## src/rtl/alu_arbiter.sv

```systemverilog
// Round-robin arbiter that shares one external combinational ALU between NREQ
// requesters, sequencing every op through IDLE -> EXEC -> RESP.
module alu_arbiter #(
  parameter int NREQ   = 2,
  parameter int DATA_W = 8,
  parameter int OP_W   = 4
) (
  input  logic                     clk,
  input  logic                     rst_n,
  input  logic [NREQ-1:0]          req_valid,
  output logic [NREQ-1:0]          req_ready,
  input  logic [NREQ*OP_W-1:0]     req_op,
  input  logic [NREQ*DATA_W-1:0]   req_a,
  input  logic [NREQ*DATA_W-1:0]   req_b,
  output logic [NREQ-1:0]          rsp_valid,
  input  logic [NREQ-1:0]          rsp_ready,
  output logic [DATA_W-1:0]        rsp_res,
  output logic                     rsp_carry,
  output logic                     rsp_zero,
  output logic [DATA_W-1:0]        alu_a,
  output logic [DATA_W-1:0]        alu_b,
  output logic [OP_W-1:0]          alu_ctrl,
  input  logic [DATA_W-1:0]        alu_res,
  input  logic                     alu_carry,
  output logic                     halted,
  output logic                     busy
);

  localparam int IDX_W = (NREQ > 1) ? $clog2(NREQ) : 1;
  localparam logic [OP_W-1:0] OP_HLT = '0;

  typedef enum logic [1:0] {
    S_IDLE = 2'd0,
    S_EXEC = 2'd1,
    S_RESP = 2'd2
  } state_t;

  state_t              state;
  state_t              state_next;
  logic [IDX_W-1:0]    ptr;
  logic [IDX_W-1:0]    id_q;
  logic [IDX_W-1:0]    grant;
  logic                grant_vld;
  logic [IDX_W:0]      scan_idx;
  logic [OP_W-1:0]     op_q;
  logic [DATA_W-1:0]   a_q;
  logic [DATA_W-1:0]   b_q;
  logic                accept;
  logic                release_rsp;

  // Scan from the highest offset down so the closest valid index at or after
  // ptr is the last one written and therefore wins.
  always_comb begin
    grant     = '0;
    grant_vld = 1'b0;
    scan_idx  = '0;
    for (int k = NREQ - 1; k >= 0; k--) begin
      scan_idx = {1'b0, ptr} + (IDX_W + 1)'(k);
      if (scan_idx >= (IDX_W + 1)'(NREQ)) scan_idx = scan_idx - (IDX_W + 1)'(NREQ);
      if (req_valid[scan_idx[IDX_W-1:0]]) begin
        grant     = scan_idx[IDX_W-1:0];
        grant_vld = 1'b1;
      end
    end
  end

  // Handshakes: a request transfers on the edge where req_valid[i] & req_ready[i];
  // a response is consumed on the edge where rsp_valid[i] & rsp_ready[i]. Ready
  // on the other bits of either bus has no effect.
  assign accept      = (state == S_IDLE) && !halted && grant_vld;
  assign release_rsp = (state == S_RESP) && rsp_ready[id_q];

  always_comb begin
    req_ready = '0;
    req_ready[grant] = accept && rst_n;
  end

  always_comb begin
    rsp_valid = '0;
    if (state == S_RESP) rsp_valid[id_q] = 1'b1;
  end

  always_comb begin
    state_next = state;
    case (state)
      S_IDLE:  if (accept) state_next = S_EXEC;
      S_EXEC:  state_next = S_RESP;
      S_RESP:  if (release_rsp) state_next = S_IDLE;
      default: state_next = S_IDLE;
    endcase
  end

  always_ff @(posedge clk or negedge rst_n) begin
    if (!rst_n) begin
      state     <= S_IDLE;
      ptr       <= '0;
      id_q      <= '0;
      op_q      <= '0;
      a_q       <= '0;
      b_q       <= '0;
      rsp_res   <= '0;
      rsp_carry <= 1'b0;
      rsp_zero  <= 1'b0;
      halted    <= 1'b0;
    end else begin
      state <= state_next;
      if (accept) begin
        id_q <= grant;
        op_q <= req_op[int'(grant)*OP_W +: OP_W];
        a_q  <= req_a[int'(grant)*DATA_W +: DATA_W];
        b_q  <= req_b[int'(grant)*DATA_W +: DATA_W];
      end
      if (state == S_EXEC) begin
        rsp_res   <= alu_res;
        rsp_carry <= alu_carry;
        rsp_zero  <= (alu_res == '0);
        if (op_q == OP_HLT) halted <= 1'b1;
      end
      // The requester just served drops to lowest priority.
      if (release_rsp) begin
        if (id_q == IDX_W'(NREQ - 1)) ptr <= '0;
        else                          ptr <= id_q + IDX_W'(1);
      end
    end
  end

  assign alu_a    = a_q;
  assign alu_b    = b_q;
  assign alu_ctrl = op_q;
  assign busy     = (state != S_IDLE);

endmodule

```

## config.mk

```make
export PLATFORM = sky130hd
export DESIGN_NAME = alu_arbiter
export DESIGN_NICKNAME = d
export VERILOG_FILES = /design/src/rtl/alu_arbiter.sv
export SDC_FILE = /design/constraint.sdc
export NUM_CORES = 1
export LEC_CHECK = 0
export BUFFER_PORTS_ARGS = -buffer_cell sky130_fd_sc_hd__buf_2
export CAP_MARGIN = 15
export CORE_MARGIN = 3
export CORE_UTILIZATION = 35
export DETAILED_ROUTE_END_ITERATION = 16
export PLACE_DENSITY = 0.72
export SLEW_MARGIN = 20
export SYNTH_ARGS = -nofsm -noshare
export SYNTH_HDL_FRONTEND = slang
export SYNTH_SLANG_ARGS = --single-unit
export TNS_END_PERCENT = 20
```

## constraint.sdc

```tcl
create_clock -name clk -period 1.7 [get_ports clk]
set_clock_uncertainty 0.15 [all_clocks]
set_input_delay 0.17 -clock clk [delete_from_list [all_inputs] [get_ports clk]]
set_output_delay 0.17 -clock clk [all_outputs]
set_load 0.01 [all_outputs]
```

---- After elaboration in Yosys (flattened, before gate mapping) ----
Cells that the tools add are included.
word-level totals
  bits in registers ....................... 35
  bits of input ports ..................... 55
  output and inout bits ................... 36
  logic and storage cells ................. 64
cells by class
  add/sub/neg operators ................... 4
  $lt $le $gt $ge ......................... 8
  eq/ne operators ......................... 4
  shift-type cells ........................ 3
  multiplexer cells ....................... 21
  bitwise operators ....................... 1
  reductions and logical operators ........ 13
operators with widths
  cell                                                                                  number
  16-bit by 5-bit indexed part select with 8-bit output                                 2
  1-bit 2-to-1 mux                                                                      15
  8-bit zero test                                                                       1
  1-bit by 2-bit less-than comparator with 1-bit output (second input constant)         4
  8-bit by 4-bit indexed part select with 4-bit output                                  1
  1-bit logical AND                                                                     6
  2-bit 2-to-1 mux                                                                      3
  2-bit one-hot mux with 3 select lines                                                 1
  4-bit zero test                                                                       1
  2-bit inequality test (second input constant)                                         2
  2-bit AND reduction                                                                   2
  1-bit by 1-bit adder with 2-bit output (second input constant)                        1
  2-bit AND                                                                             1
  1-bit demux with 1-bit select                                                         2
  2-bit by 1-bit == test with 1-bit output (second input constant)                      1
  2-bit == test (second input constant)                                                 1
  1-bit greater-or-equal comparator (second input constant)                             2
  1-bit by 2-bit greater-or-equal comparator with 1-bit output (second input constant)  1
  2-bit greater-or-equal comparator (second input constant)                             1
  2-bit zero test                                                                       1
  2-bit nonzero test                                                                    1
  1-bit subtractor (second input constant)                                              2
  1-bit adder (second input constant)                                                   1
  1-bit zero test                                                                       1

---- Logic depth before layout (Yosys ltp) ----
  depth in word-level cells ............... 12
  mapped depth ............................ 5
  gate-level depth less buffers ........... 3

---- Worst setup path before layout ----
OpenSTA, ideal clock, no wires.
  kind .................................... register -> output
  from .................................... register state[1]
  to ...................................... output port req_ready[0]
  data arrival time ....................... 1.294 ns
  required time ........................... 1.380 ns
  slack ................................... 0.086 ns
  stages on the path, launching flop included .. 4
  path buffers ............................ 1
  cell sequence ........................... dfrtp_1 -> or3_1 -> buf_6 -> a2111oi_2
between the ends
  cells in the longest elaborated chain, start to end .. 5
RTL lines
  what                            RTL line  source
  from (decl)                     38        state_t state;
  from (signal assigned)          106       state <= state_next;
  2-bit zero test                 70        assign accept = (state == S_IDLE) && !halted && grant_vld;
  1-bit logical AND (2 in a row)  70
  1-bit logical AND               75        req_ready[grant] = accept && rst_n;
  2-bit AND (no line)             --
  to (decl)                       11        output logic [NREQ-1:0] req_ready,
No other way between the ends.

---- Worst setup path in the final report ----
  from .................................... register state[0]
  to ...................................... output port req_ready[0]
Same word-level chain as after synthesis.

==> flow_summary.toml <==
[timing]
period_share = 1.061
rsz0062_at_grt = "yes"
finalMaxSlewViolations = 0
setup_viol = 1
fin_ws_ns = -0.1036
max_freq_mhz = 554.5
timing.slew.headroom = 0.7024
finalHoldViolations = 0
tightest_slew_ns = 0.4463
min_period_ns = 1.804
whs_ns = 0.009045

[clock_tree]
cts_buffer_depth = 2
htree_levels = 2
cts_buffers = 5
insertion_delay_ns = 0.28
clkSlewWorstSetupHoldPaths_ns = 0.07
cts.sinks = 35
cts-root-buf = "clkbuf_8"
cts_tree = "done"

[detailed_routing]
drt_iter0_markers = 142
drc = 0
post_drt_wl_per_cell_um = 15.99
vias_per_cell = 5.185
first_pass_iters = 6
vias = 1514
wl_um = 4668
ant_nets = 0

[cells_and_area]
drive_above_1_share = 0.5165
utilization = 0.5736
diodes = 0
area_growth_syn_to_layout_pct = 50.82
final_nets = 297
num-fill-cells = 368

[setup_path]
cp-start-kind = "register"
crit_fanout = 3
cp-end-kind = "output pin"
critPathRequiredTime_ns = 1.38
slowest_stage = "or3_4"
crit_path_max_incr_delay_ns = 0.42
crit_path_cell_trace = "or3_4 > a2111oi_4 > buf_2"
criticalPathCategory = "register to output pin"
arrival_ns = 1.48

[run]
max-cap-violations = 0

[floorplan]
fp.dieW_um = 73.57
core_area_sq_um = 4202
design.die.area_sq_um = 5412
start_util = 0.3803
dieHeight_um = 73.57
num_rows = 23
io_pins = 91

[grt]
grt_pass1_vias = 1627
antenna_found_initial = 0
grt_max_degree = 36
track_usage = 0.1843
grt-ovfl-total = 0
grt_pass1_wl_um = 7534

[logic_synthesis]
synth_edf_count = 0
synth_fp_nets = 182
postSynthAreaPerCell_sq_um = 12.58
yosys_most_used_dff = "dfrtp_1"
async_reset_ff_frac = 1.000
yosysTopAreaCellShare = 0.5482
ys_seq_area_frac = 0.5482
synthesis.area_sq_um = 1598
synth.largest_area_cell = "dfrtp_1"
synthTopCellsByArea = "dfrtp_1 (55%), o221a_1 (13%), o21bai_1 (9.9%)"
synthCells = 127
synth_cell_types = 26
yosysWarnings = 0
ys_ff_latch = 35

[run_status]
violations = "setup timing"
status = "complete, but fails checks"

[min_path]
hold_class = "input port to register"

[power_and_ir_drop]
p_leak_nw = 1.150
power.density_nw_per_um2 = 1691
ir_drop_v = 0.0006856

[placed_design]
port_buffers = 90
gp_congestion = 0.7381
hpwl_um = 3317
-- cells in the mapped netlist, types with 2 or more instances --
library cell,number
nor2_1,5
clkbuf_1,4
nor4_1,2
o221a_1,18
inv_1,4
mux2_2,9
nand2_1,4
dfrtp_1,35
o221a_2,2
buf_6,3
o21ai_0,5
o21bai_1,21
buf_2,2
-- worst paths after layout --
| path | from | end | slack, ns | depth (start not counted) |
|---|---|---|---|---|
| max | state[0] | req_ready[0] | -0.10 | 3 |
| max reg2reg | state[0] | alu_b[3] | 0.08 | 4 |
| min reg2reg | rsp_res[1] | rsp_res[1] | 0.35 | 1 |
| min in group asynchronous | rst_n | rsp_res[3] | 0.33 | 3 |
| min | req_a[7] | alu_a[7] | 0.009 | 2 |
| max in group asynchronous | rst_n | alu_a[1] | 0.75 | 3 |
-- power by group --
part	internal, mW	switching (mW)	total [mW]
clock	0.317	0.274	0.591
sequential	1.24	0.246	1.48
combinational	1.05	0.948	2.00
total	2.61	1.47	4.07
-- kinds of logic after synthesis --
group	synth area share
multiplexers	0.06343
AND/OR/NAND/NOR	0.06108
buffers and inverters	0.05090
flip-flops	0.5482
AO/OA/AOI/OAI	0.2764
-- metrics by stage --
| step | power [mW] | cells | worst slack, ns | TNS, ns | area, sq um |
|---|---|---|---|---|---|
| final | 4.074 | 292 | -0.1036 | -0.1036 | 2410 |
| after global placement | 3.357 | 266 | 0.07552 | 0 | 2112 |
| after floorplan | 2.735 | 127 | 0.08578 | 0 | 1598 |
| after CTS | 4.125 | 291 | -0.1077 | -0.1509 | 2395 |
| after global routing | 4.397 | 292 | -0.1758 | -0.2728 | 2410 |
| after detailed placement | 3.399 | 266 | 0.05482 | 0 | 2112 |
-- cell usage in the layout (no fill, tap or decap), types with 2 or more instances in the layout --
cell type,instances
dfrtp_1,35
nor2_1,5
nand2_1,4
dlygate4sd3_1,17
buf_2,90
buf_4,11
o221a_1,18
clkbuf_8,6
o21bai_1,21
o221a_2,2
inv_1,4
mux2_2,9
nor4_1,2
o21ai_0,5
-- flip-flops by register name, summed over array words and instances (netlist names), 2 cells and up --
name,count
alu_b,8
state,2
alu_a,8
alu_ctrl,4
rsp_res,8
-- final cells by class --
class,instances,area [sq um],area share
inverters,4,15.01,0.006231
multi-input cells,78,665.6,0.2762
well taps,50,62.56,0.02596
clock buffers,6,82.58,0.03427
flip-flops and latches,35,875.8,0.3634
clock inverters,1,5.005,0.002077
repair buffers,118,703.2,0.2918
-- per-layer routing --
metal	global-route usage	vias to the layer above	wire length, um
met3	0.03830	6	243
met1	0.2282	737	1944
li1	-	718	-
met5	0	-	0
met4	0.08451	0	80
met2	0.3061	53	2400
-- worst max-delay path: cells and delay by family, from the launching register on --
family / cells / cell delay, ns
buffers and inverters: 1 / 0.18
AOI/OAI and AO/OA: 1 / 0.20
and+or+nand+nor: 1 / 0.42
DFF: 1 / 0.40
-- timing repair --
item / in CTS / in global routing
gates resized for setup: 3 / 1
hold buffers: 15 / 2
pin swaps: 2 / 3
setup endpoints to repair: 2 / 17
hold endpoints to repair: 49 / 2
setup buffers: 3 / 0
gates cloned: 0 / 0
(Power assumes the default switching activity.)
